[src/rtl/axis_sync_fifo_pkg.sv]
// -----------------------------------------------------------------------------
// axis_sync_fifo_pkg
// Shared sizing helpers and default widths for the AXI4-Stream synchronous FIFO.
//   fifo_cnt_w(depth)            : width of a 0..depth occupancy counter
//   beat_w(tdata,tid,tdest,tuser): width of one packed FIFO entry
//                                  (tdata + tkeep + tstrb + tid + tdest + tuser + tlast)
// -----------------------------------------------------------------------------
package axis_sync_fifo_pkg;

    localparam int TDATA_WIDTH_DEF   = 32;
    localparam int TID_WIDTH_DEF     = 1;
    localparam int TDEST_WIDTH_DEF   = 1;
    localparam int TUSER_WIDTH_DEF   = 1;
    localparam int DEPTH_DEF         = 16;
    localparam int ALMOST_FULL_DEF   = 14;

    // One extra bit so the counter can represent "completely full".
    function automatic int fifo_cnt_w(input int depth);
        return $clog2(depth) + 1;
    endfunction

    function automatic int beat_w(input int tdata_w, input int tid_w,
                                  input int tdest_w, input int tuser_w);
        return tdata_w + 2 * (tdata_w / 8) + tid_w + tdest_w + tuser_w + 1;
    endfunction

endpackage

[src/rtl/axis_sync_fifo_ram.sv]
// -----------------------------------------------------------------------------
// axis_sync_fifo_ram
// Simple dual-port storage: synchronous write, asynchronous read.
// Ports:
//   clk      : clock
//   we_i     : write enable
//   waddr_i  : write address
//   wdata_i  : write data (one packed beat)
//   raddr_i  : read address
//   rdata_o  : read data, combinational from raddr_i
// -----------------------------------------------------------------------------
module axis_sync_fifo_ram
    import axis_sync_fifo_pkg::*;
#(
    parameter int DEPTH_P = DEPTH_DEF,
    parameter int WIDTH_P = 8
) (
    input  logic                       clk,
    input  logic                       we_i,
    input  logic [$clog2(DEPTH_P)-1:0] waddr_i,
    input  logic [WIDTH_P-1:0]         wdata_i,
    input  logic [$clog2(DEPTH_P)-1:0] raddr_i,
    output logic [WIDTH_P-1:0]         rdata_o
);

    logic [WIDTH_P-1:0] mem_q [DEPTH_P];

    // NOTE: storage arrays carry no reset; validity is tracked by the pointers
    // and fill counter, and a reset-free array maps onto distributed RAM.
    always_ff @(posedge clk) begin
        if (we_i) begin
            mem_q[waddr_i] <= wdata_i;
        end
    end

    assign rdata_o = mem_q[raddr_i];

endmodule

[src/rtl/axis_sync_fifo.sv]
// -----------------------------------------------------------------------------
// axis_sync_fifo
// Single-clock first-word-fall-through AXI4-Stream FIFO carrying tdata, tkeep,
// tstrb, tid, tdest, tuser and tlast, with a registered fill level and
// almost-full flag.
//
// Build option: define AXIS_SYNC_FIFO_PACKET_MODE_EN for store-and-forward
// operation (m_axis_tvalid held off until a whole packet is stored, or the
// FIFO is full, in which case the packet streams cut-through).
//
// Ports:
//   clk, rst            : clock, asynchronous active-high reset
//   s_axis_*            : upstream slave interface (tready registered)
//   m_axis_*            : downstream master interface
//   fill_level          : number of stored beats, 0..DEPTH_P
//   almost_full         : registered, fill_level >= ALMOST_FULL_P
// -----------------------------------------------------------------------------
module axis_sync_fifo
    import axis_sync_fifo_pkg::*;
#(
    parameter int TDATA_WIDTH_P = TDATA_WIDTH_DEF,
    parameter int TID_WIDTH_P   = TID_WIDTH_DEF,
    parameter int TDEST_WIDTH_P = TDEST_WIDTH_DEF,
    parameter int TUSER_WIDTH_P = TUSER_WIDTH_DEF,
    parameter int DEPTH_P       = DEPTH_DEF,
    parameter int ALMOST_FULL_P = ALMOST_FULL_DEF
) (
    input  logic                              clk,
    input  logic                              rst,

    input  logic                              s_axis_tvalid,
    output logic                              s_axis_tready,
    input  logic [TDATA_WIDTH_P-1:0]          s_axis_tdata,
    input  logic [TDATA_WIDTH_P/8-1:0]        s_axis_tkeep,
    input  logic [TDATA_WIDTH_P/8-1:0]        s_axis_tstrb,
    input  logic [TID_WIDTH_P-1:0]            s_axis_tid,
    input  logic [TDEST_WIDTH_P-1:0]          s_axis_tdest,
    input  logic [TUSER_WIDTH_P-1:0]          s_axis_tuser,
    input  logic                              s_axis_tlast,

    output logic                              m_axis_tvalid,
    input  logic                              m_axis_tready,
    output logic [TDATA_WIDTH_P-1:0]          m_axis_tdata,
    output logic [TDATA_WIDTH_P/8-1:0]        m_axis_tkeep,
    output logic [TDATA_WIDTH_P/8-1:0]        m_axis_tstrb,
    output logic [TID_WIDTH_P-1:0]            m_axis_tid,
    output logic [TDEST_WIDTH_P-1:0]          m_axis_tdest,
    output logic [TUSER_WIDTH_P-1:0]          m_axis_tuser,
    output logic                              m_axis_tlast,

    output logic [fifo_cnt_w(DEPTH_P)-1:0]    fill_level,
    output logic                              almost_full
);

    localparam int PTR_W  = $clog2(DEPTH_P);
    localparam int CNT_W  = fifo_cnt_w(DEPTH_P);
    localparam int BEAT_W = beat_w(TDATA_WIDTH_P, TID_WIDTH_P, TDEST_WIDTH_P, TUSER_WIDTH_P);

    localparam logic [CNT_W-1:0] DEPTH_CNT = CNT_W'(DEPTH_P);
    localparam logic [CNT_W-1:0] AF_CNT    = CNT_W'(ALMOST_FULL_P);

    // ------------------------------------------------------------------
    // State
    // ------------------------------------------------------------------
    logic [PTR_W-1:0]  wr_ptr_q, wr_ptr_d;
    logic [PTR_W-1:0]  rd_ptr_q, rd_ptr_d;
    logic [CNT_W-1:0]  fill_q,   fill_d;
    logic              s_tready_q;
    logic              almost_full_q;
    logic [BEAT_W-1:0] hold_q;

    logic              wr_fire;
    logic              rd_fire;
    logic              m_tvalid_w;
    logic [BEAT_W-1:0] wr_beat;
    logic [BEAT_W-1:0] ram_rdata;
    logic [BEAT_W-1:0] out_beat;

    // ------------------------------------------------------------------
    // Beat packing and storage
    // ------------------------------------------------------------------
    assign wr_beat = {s_axis_tlast, s_axis_tuser, s_axis_tdest, s_axis_tid,
                      s_axis_tstrb, s_axis_tkeep, s_axis_tdata};

    axis_sync_fifo_ram #(
        .DEPTH_P (DEPTH_P),
        .WIDTH_P (BEAT_W)
    ) u_ram (
        .clk     (clk),
        .we_i    (wr_fire),
        .waddr_i (wr_ptr_q),
        .wdata_i (wr_beat),
        .raddr_i (rd_ptr_q),
        .rdata_o (ram_rdata)
    );

    // When empty, the RAM head points at a stale slot; present the last
    // beat that left the FIFO instead so the payload stays put.
    assign out_beat = (fill_q == '0) ? hold_q : ram_rdata;

    assign {m_axis_tlast, m_axis_tuser, m_axis_tdest, m_axis_tid,
            m_axis_tstrb, m_axis_tkeep, m_axis_tdata} = out_beat;

    always_ff @(posedge clk) begin
        if (rd_fire) begin
            hold_q <= ram_rdata;
        end
    end

    // ------------------------------------------------------------------
    // Handshakes
    // ------------------------------------------------------------------
    assign wr_fire = s_axis_tvalid && s_tready_q;
    assign rd_fire = m_tvalid_w && m_axis_tready;

`ifdef AXIS_SYNC_FIFO_PACKET_MODE_EN
    // Store-and-forward: release data only when a complete packet is held,
    // when the FIFO is full (oversized packet), or while an oversized packet
    // is already streaming out (cut_q), so valid never drops mid-packet.
    logic [CNT_W-1:0] pkt_cnt_q, pkt_cnt_d;
    logic             cut_q, cut_d;
    logic             wr_last;
    logic             rd_last;

    assign wr_last = wr_fire && s_axis_tlast;
    assign rd_last = rd_fire && m_axis_tlast;

    assign m_tvalid_w = (fill_q != '0) &&
                        ((pkt_cnt_q != '0) || (fill_q == DEPTH_CNT) || cut_q);

    always_comb begin
        pkt_cnt_d = pkt_cnt_q;
        cut_d     = cut_q;
        case ({wr_last, rd_last})
            2'b10:   pkt_cnt_d = pkt_cnt_q + CNT_W'(1);
            2'b01:   pkt_cnt_d = pkt_cnt_q - CNT_W'(1);
            default: pkt_cnt_d = pkt_cnt_q;
        endcase
        if (rd_fire) begin
            if (rd_last) begin
                cut_d = 1'b0;
            end else if (pkt_cnt_q == '0) begin
                cut_d = 1'b1;
            end
        end
    end

    always_ff @(posedge clk or posedge rst) begin
        if (rst) begin
            pkt_cnt_q <= '0;
            cut_q     <= 1'b0;
        end else begin
            pkt_cnt_q <= pkt_cnt_d;
            cut_q     <= cut_d;
        end
    end
`else
    assign m_tvalid_w = (fill_q != '0);
`endif

    // ------------------------------------------------------------------
    // Pointer and occupancy update
    // ------------------------------------------------------------------
    // NOTE: always_comb assigns every output a default first, so no path
    // leaves a signal unassigned and no latch is inferred.
    always_comb begin
        wr_ptr_d = wr_ptr_q;
        rd_ptr_d = rd_ptr_q;
        fill_d   = fill_q;
        if (wr_fire) begin
            wr_ptr_d = wr_ptr_q + PTR_W'(1);
        end
        if (rd_fire) begin
            rd_ptr_d = rd_ptr_q + PTR_W'(1);
        end
        case ({wr_fire, rd_fire})
            2'b10:   fill_d = fill_q + CNT_W'(1);
            2'b01:   fill_d = fill_q - CNT_W'(1);
            default: fill_d = fill_q;
        endcase
    end

    // Ready and almost_full are computed from the next fill value so both
    // are registered yet accurate in the cycle they are presented.
    always_ff @(posedge clk or posedge rst) begin
        if (rst) begin
            wr_ptr_q      <= '0;
            rd_ptr_q      <= '0;
            fill_q        <= '0;
            s_tready_q    <= 1'b0;
            almost_full_q <= 1'b0;
        end else begin
            wr_ptr_q      <= wr_ptr_d;
            rd_ptr_q      <= rd_ptr_d;
            fill_q        <= fill_d;
            s_tready_q    <= (fill_d < DEPTH_CNT);
            almost_full_q <= (fill_d >= AF_CNT);
        end
    end

    assign s_axis_tready = s_tready_q;
    assign m_axis_tvalid = m_tvalid_w;
    assign fill_level    = fill_q;
    assign almost_full   = almost_full_q;

endmodule

[config.mk]
export PLATFORM = sky130hd
export DESIGN_NAME = axis_sync_fifo
export DESIGN_NICKNAME = d
export VERILOG_FILES = /design/src/rtl/axis_sync_fifo_pkg.sv /design/src/rtl/axis_sync_fifo_ram.sv /design/src/rtl/axis_sync_fifo.sv
export SDC_FILE = /design/constraint.sdc
export NUM_CORES = 1
export LEC_CHECK = 0
export CORE_MARGIN = 3
export CORE_UTILIZATION = 46
export CTS_CLUSTER_DIAMETER = 100
export DETAILED_ROUTE_END_ITERATION = 10
export PLACE_DENSITY = 0.64
export SLEW_MARGIN = 10
export SYNTH_ARGS = -nofsm -noshare
export SYNTH_HDL_FRONTEND = slang
export SYNTH_SLANG_ARGS = --single-unit
[constraint.sdc]
create_clock -name clk -period 4.21 [get_ports clk]
set_input_delay 0.421 -clock clk [delete_from_list [all_inputs] [get_ports clk]]
set_output_delay 0.421 -clock clk [all_outputs]
set_load 0.01 [all_outputs]
==> impl_metrics.tcl <==
set metrics [dict create \
    regArea_sq_mm 0.0229 \
    ys_seq_elements 763 \
    grtUsageMet3 0.0349 \
    grt_pass1_wl_um 92800 \
    crit_type "reg -> out" \
    maxCapViolCount 0 \
    nNetsFinal 1521 \
    min_path_type "in -> async" \
    initialDrtViolationCount 951 \
    ys_warn_count 0 \
    ir_worst_vdd_mv 0.406 \
    ant_nets 0 \
    synth_nets 1369 \
    grt-busiest-layer "met2" \
    rr_worst_depth 9 \
    crit_slowest_cell "dfrtp_4" \
    h-tree-depth 3 \
    use_met1 0.252 \
    final-setup-viol-count 0 \
    final_cell_count_no_fill 2373 \
    coreArea_sq_mm 0.0635 \
    grt_overflow 0 \
    outcome "complete, no violations" \
    dieArea_sq_mm 0.0679 \
    relSlewSlack 0.416 \
    hold_violations 0 \
    vias 13400 \
    yosys.cell_types.count 35 \
    io_pins 100 \
    max_stage_delay_ns 0.62 \
    io_buffers 99 \
    cts_hold_buf 0 \
    cp_num_buf_inv 3 \
    synth_edf_count 748 \
    period_needed_ns 3.91 \
    wl_um 62000 \
    gp_congestion 0.711 \
    met2_usage 0.318 \
    synth_ff_type "edfxtp_1" \
    avgSynthCellArea_sq_um 22.7 \
    clock_sinks 763 \
    clockBufferDepth 3 \
    antenna_found_initial 3 \
    syn_to_final_growth_pct 16.0 \
    grt_max_degree 51 \
    crit_family "buffers and inverters" \
    cts-root-buf "clkbuf_16" \
    cp.depth 8 \
    drv_slew 0 \
    synth-async-reset-ratio 0.0197 \
    avgViaCountPerCell 5.65 \
    path_cells "buf_12 > buf_12 > mux4_2 > nor2b_1 > a211oi_1 > a21oi_1 > mux2_2 > clkdlybuf4s50_1" \
    die_w_um 261 \
    drcViolationCount 0 \
    reg2reg_from "fill_level[1]$_DFF_PP0_" \
    fin_skew_ns 0.0150 \
    cts_buffers 78 \
    crit_path_end_kind "output pin" \
    dp_cells 2231 \
    fin_crit_sh 0.929 \
    rrSetupSlack_ns 1.14 \
    rsz0062_at_grt "false" \
    grt_usage 0.188 \
    worst_slew_pin_slew_ns 0.876 \
    r2r-end "almost_full$_DFF_PP0_" \
    clkLatencyLatePin_ns 0.62 \
    cts.clk_slew.worst_paths_ns 0.06 \
    hpwl_um 33100 \
    layout-drive-gt1-share 0.279 \
    cts_tree "built" \
    die_h_um 261 \
    nFillCells 4800 \
    yosysSeqAreaShare 0.766 \
    first_global_vias 14300 \
    power.density_mw_per_mm2 683 \
    cp_max_fo 21 \
    firstDrtPassIters 5 \
    worst_ep_arrival_time_ns 3.49 \
    critPathRequiredTime_ns 3.79 \
    cp-start-kind "flip-flop" \
    cpMostUsedCell "buf_12" \
    multiInputGateArea_sq_mm 0.00655 \
    syn_area_sq_mm 0.0298 \
    synth_cells 1314 \
    wl_per_cell_um 26.1 \
    cellLeakagePower_nw 11.1 \
    placementRows 92 \
    maxClockFrequency_mhz 256 \
    setup-tns-final_ns 0 \
    initial_core_util 0.469 \
]
==> through the flow <==
stage	hold WS, ns	total power, mW	instance area [sq um]	setup slack [ns]	utilization
after global routing	0.244	24.7	34600	0.118	0.544
after global placement	0.510	17.4	32200	0.719	0.507
after floorplan	0.322	14.8	29800	1.20	-
final	0.216	23.6	34600	0.298	0.544
after CTS	0.201	23.9	34500	0.0617	0.544
after detailed placement	0.522	17.4	32200	0.763	0.507
==> cells in the final DEF, fill, tap and decap left out, types with 4 or more instances in the layout <==
| master | count |
|---|---|
| clkinv_1 | 13 |
| clkbuf_1 | 23 |
| nor3_1 | 4 |
| and2_2 | 13 |
| mux2_2 | 16 |
| xnor2_1 | 6 |
| inv_1 | 8 |
| dfrtp_4 | 4 |
| a21oi_1 | 48 |
| buf_12 | 29 |
| nor2_1 | 5 |
| clkdlybuf4s50_1 | 99 |
| xor2_1 | 4 |
| a211oi_1 | 14 |
| a211oi_2 | 30 |
| and3_2 | 4 |
| buf_4 | 17 |
| ha_1 | 7 |
| nor2b_1 | 46 |
| clkinv_2 | 12 |
| mux4_2 | 176 |
| dfrtp_1 | 11 |
| mux2_4 | 30 |
| edfxtp_1 | 748 |
| clkbuf_16 | 78 |
| mux2i_1 | 46 |
==> Yosys cell counts, drive strengths merged, types with 2 or more instances <==
cell type	n	share of area
buf	55	0.012
inv	8	0.0010
clkbuf	19	0.0024
nor2	5	0.00063
mux2i	46	0.015
nor3b	2	0.00050
mux2	46	0.021
ha	7	0.0029
a21oi	48	0.0081
dfrtp	15	0.013
edfxtp	748	0.75
xor2	4	0.0012
xnor2	6	0.0018
a211oi	44	0.016
and2	14	0.0029
o31ai	2	0.00050
nand3	2	0.00034
nand2	3	0.00038
nor3	4	0.00067
mux4	176	0.13
nor2b	46	0.0097
and3	6	0.0013
==> layout make-up <==
type                       count  share of cell area
clock inverter                37             0.00894
clock buffer                 102              0.0594
inverter                       8            0.000869
timing repair buffer         146              0.0496
tap                          846              0.0306
sequential                   763               0.661
antenna                        2            0.000145
multi-input combinational    469               0.189
==> sequential cells by signal, summed over array words and instances (netlist names) <==
signal	count
fill_level	5
s_axis_tready	1
rd_ptr_q	4
wr_ptr_q	4
hold_q	44
u_ram.mem_q	704
almost_full	1
==> repair_timing <==
item                       in CTS  in global routing
setup buffers                   0                  1
setup endpoints to repair       0                  4
gates resized for setup         0                  0
hold endpoints to repair        0                  0
==> kinds of logic after synthesis <==
kind of cell	count (synthesis)	synth area share
mux	268	0.170
flops	763	0.766
compound gates	100	0.0264
simple gates	84	0.0169
xor+xnor	10	0.00294
buf+inv	82	0.0152
fa+ha+maj	7	0.00294
==> worst register-to-register path, stage by stage, from the launching register on <==
cell     delay, ns
dfrtp_1       0.47
nor3_1        0.46
nand2_4       0.40
and2_1        0.32
ha_1          0.24
a21oi_1       0.26
nor3b_1       0.26
mux2i_1       0.12
o31a_1        0.15
o31ai_1       0.29
==> where the power goes <==
part	switching [mW]	total, mW	internal, mW	leakage [nW]
clock network	2.80	6.44	3.64	1.15
registers	0.546	9.79	9.25	6.94
logic	3.41	7.37	3.96	2.99
total	6.75	23.6	16.8	11.1
==> how the worst max path moves through the flow <==
stage	startpoint	endpoint	slack [ns]
CTS	rd_ptr_q[0]$_DFFE_PP0P_	m_axis_tdata[6]	0.06
global placement	rd_ptr_q[0]$_DFFE_PP0P_	m_axis_tdata[6]	0.72
detailed placement	rd_ptr_q[0]$_DFFE_PP0P_	m_axis_tdata[6]	0.76
floorplan	fill_level[1]$_DFF_PP0_	almost_full$_DFF_PP0_	1.20
finish	rd_ptr_q[0]$_DFFE_PP0P_	m_axis_tdata[6]	0.30
global route	rd_ptr_q[0]$_DFFE_PP0P_	m_axis_tdata[5]	0.12
==> metal layers <==
metal | routed length [um] | vias up
met5 | 20 | -
met4 | 1260 | 2
met3 | 2520 | 85
met2 | 31900 | 289
met1 | 26300 | 7225
li1 | - | 5814
Note: power is estimated with default switching activity, not from simulation.
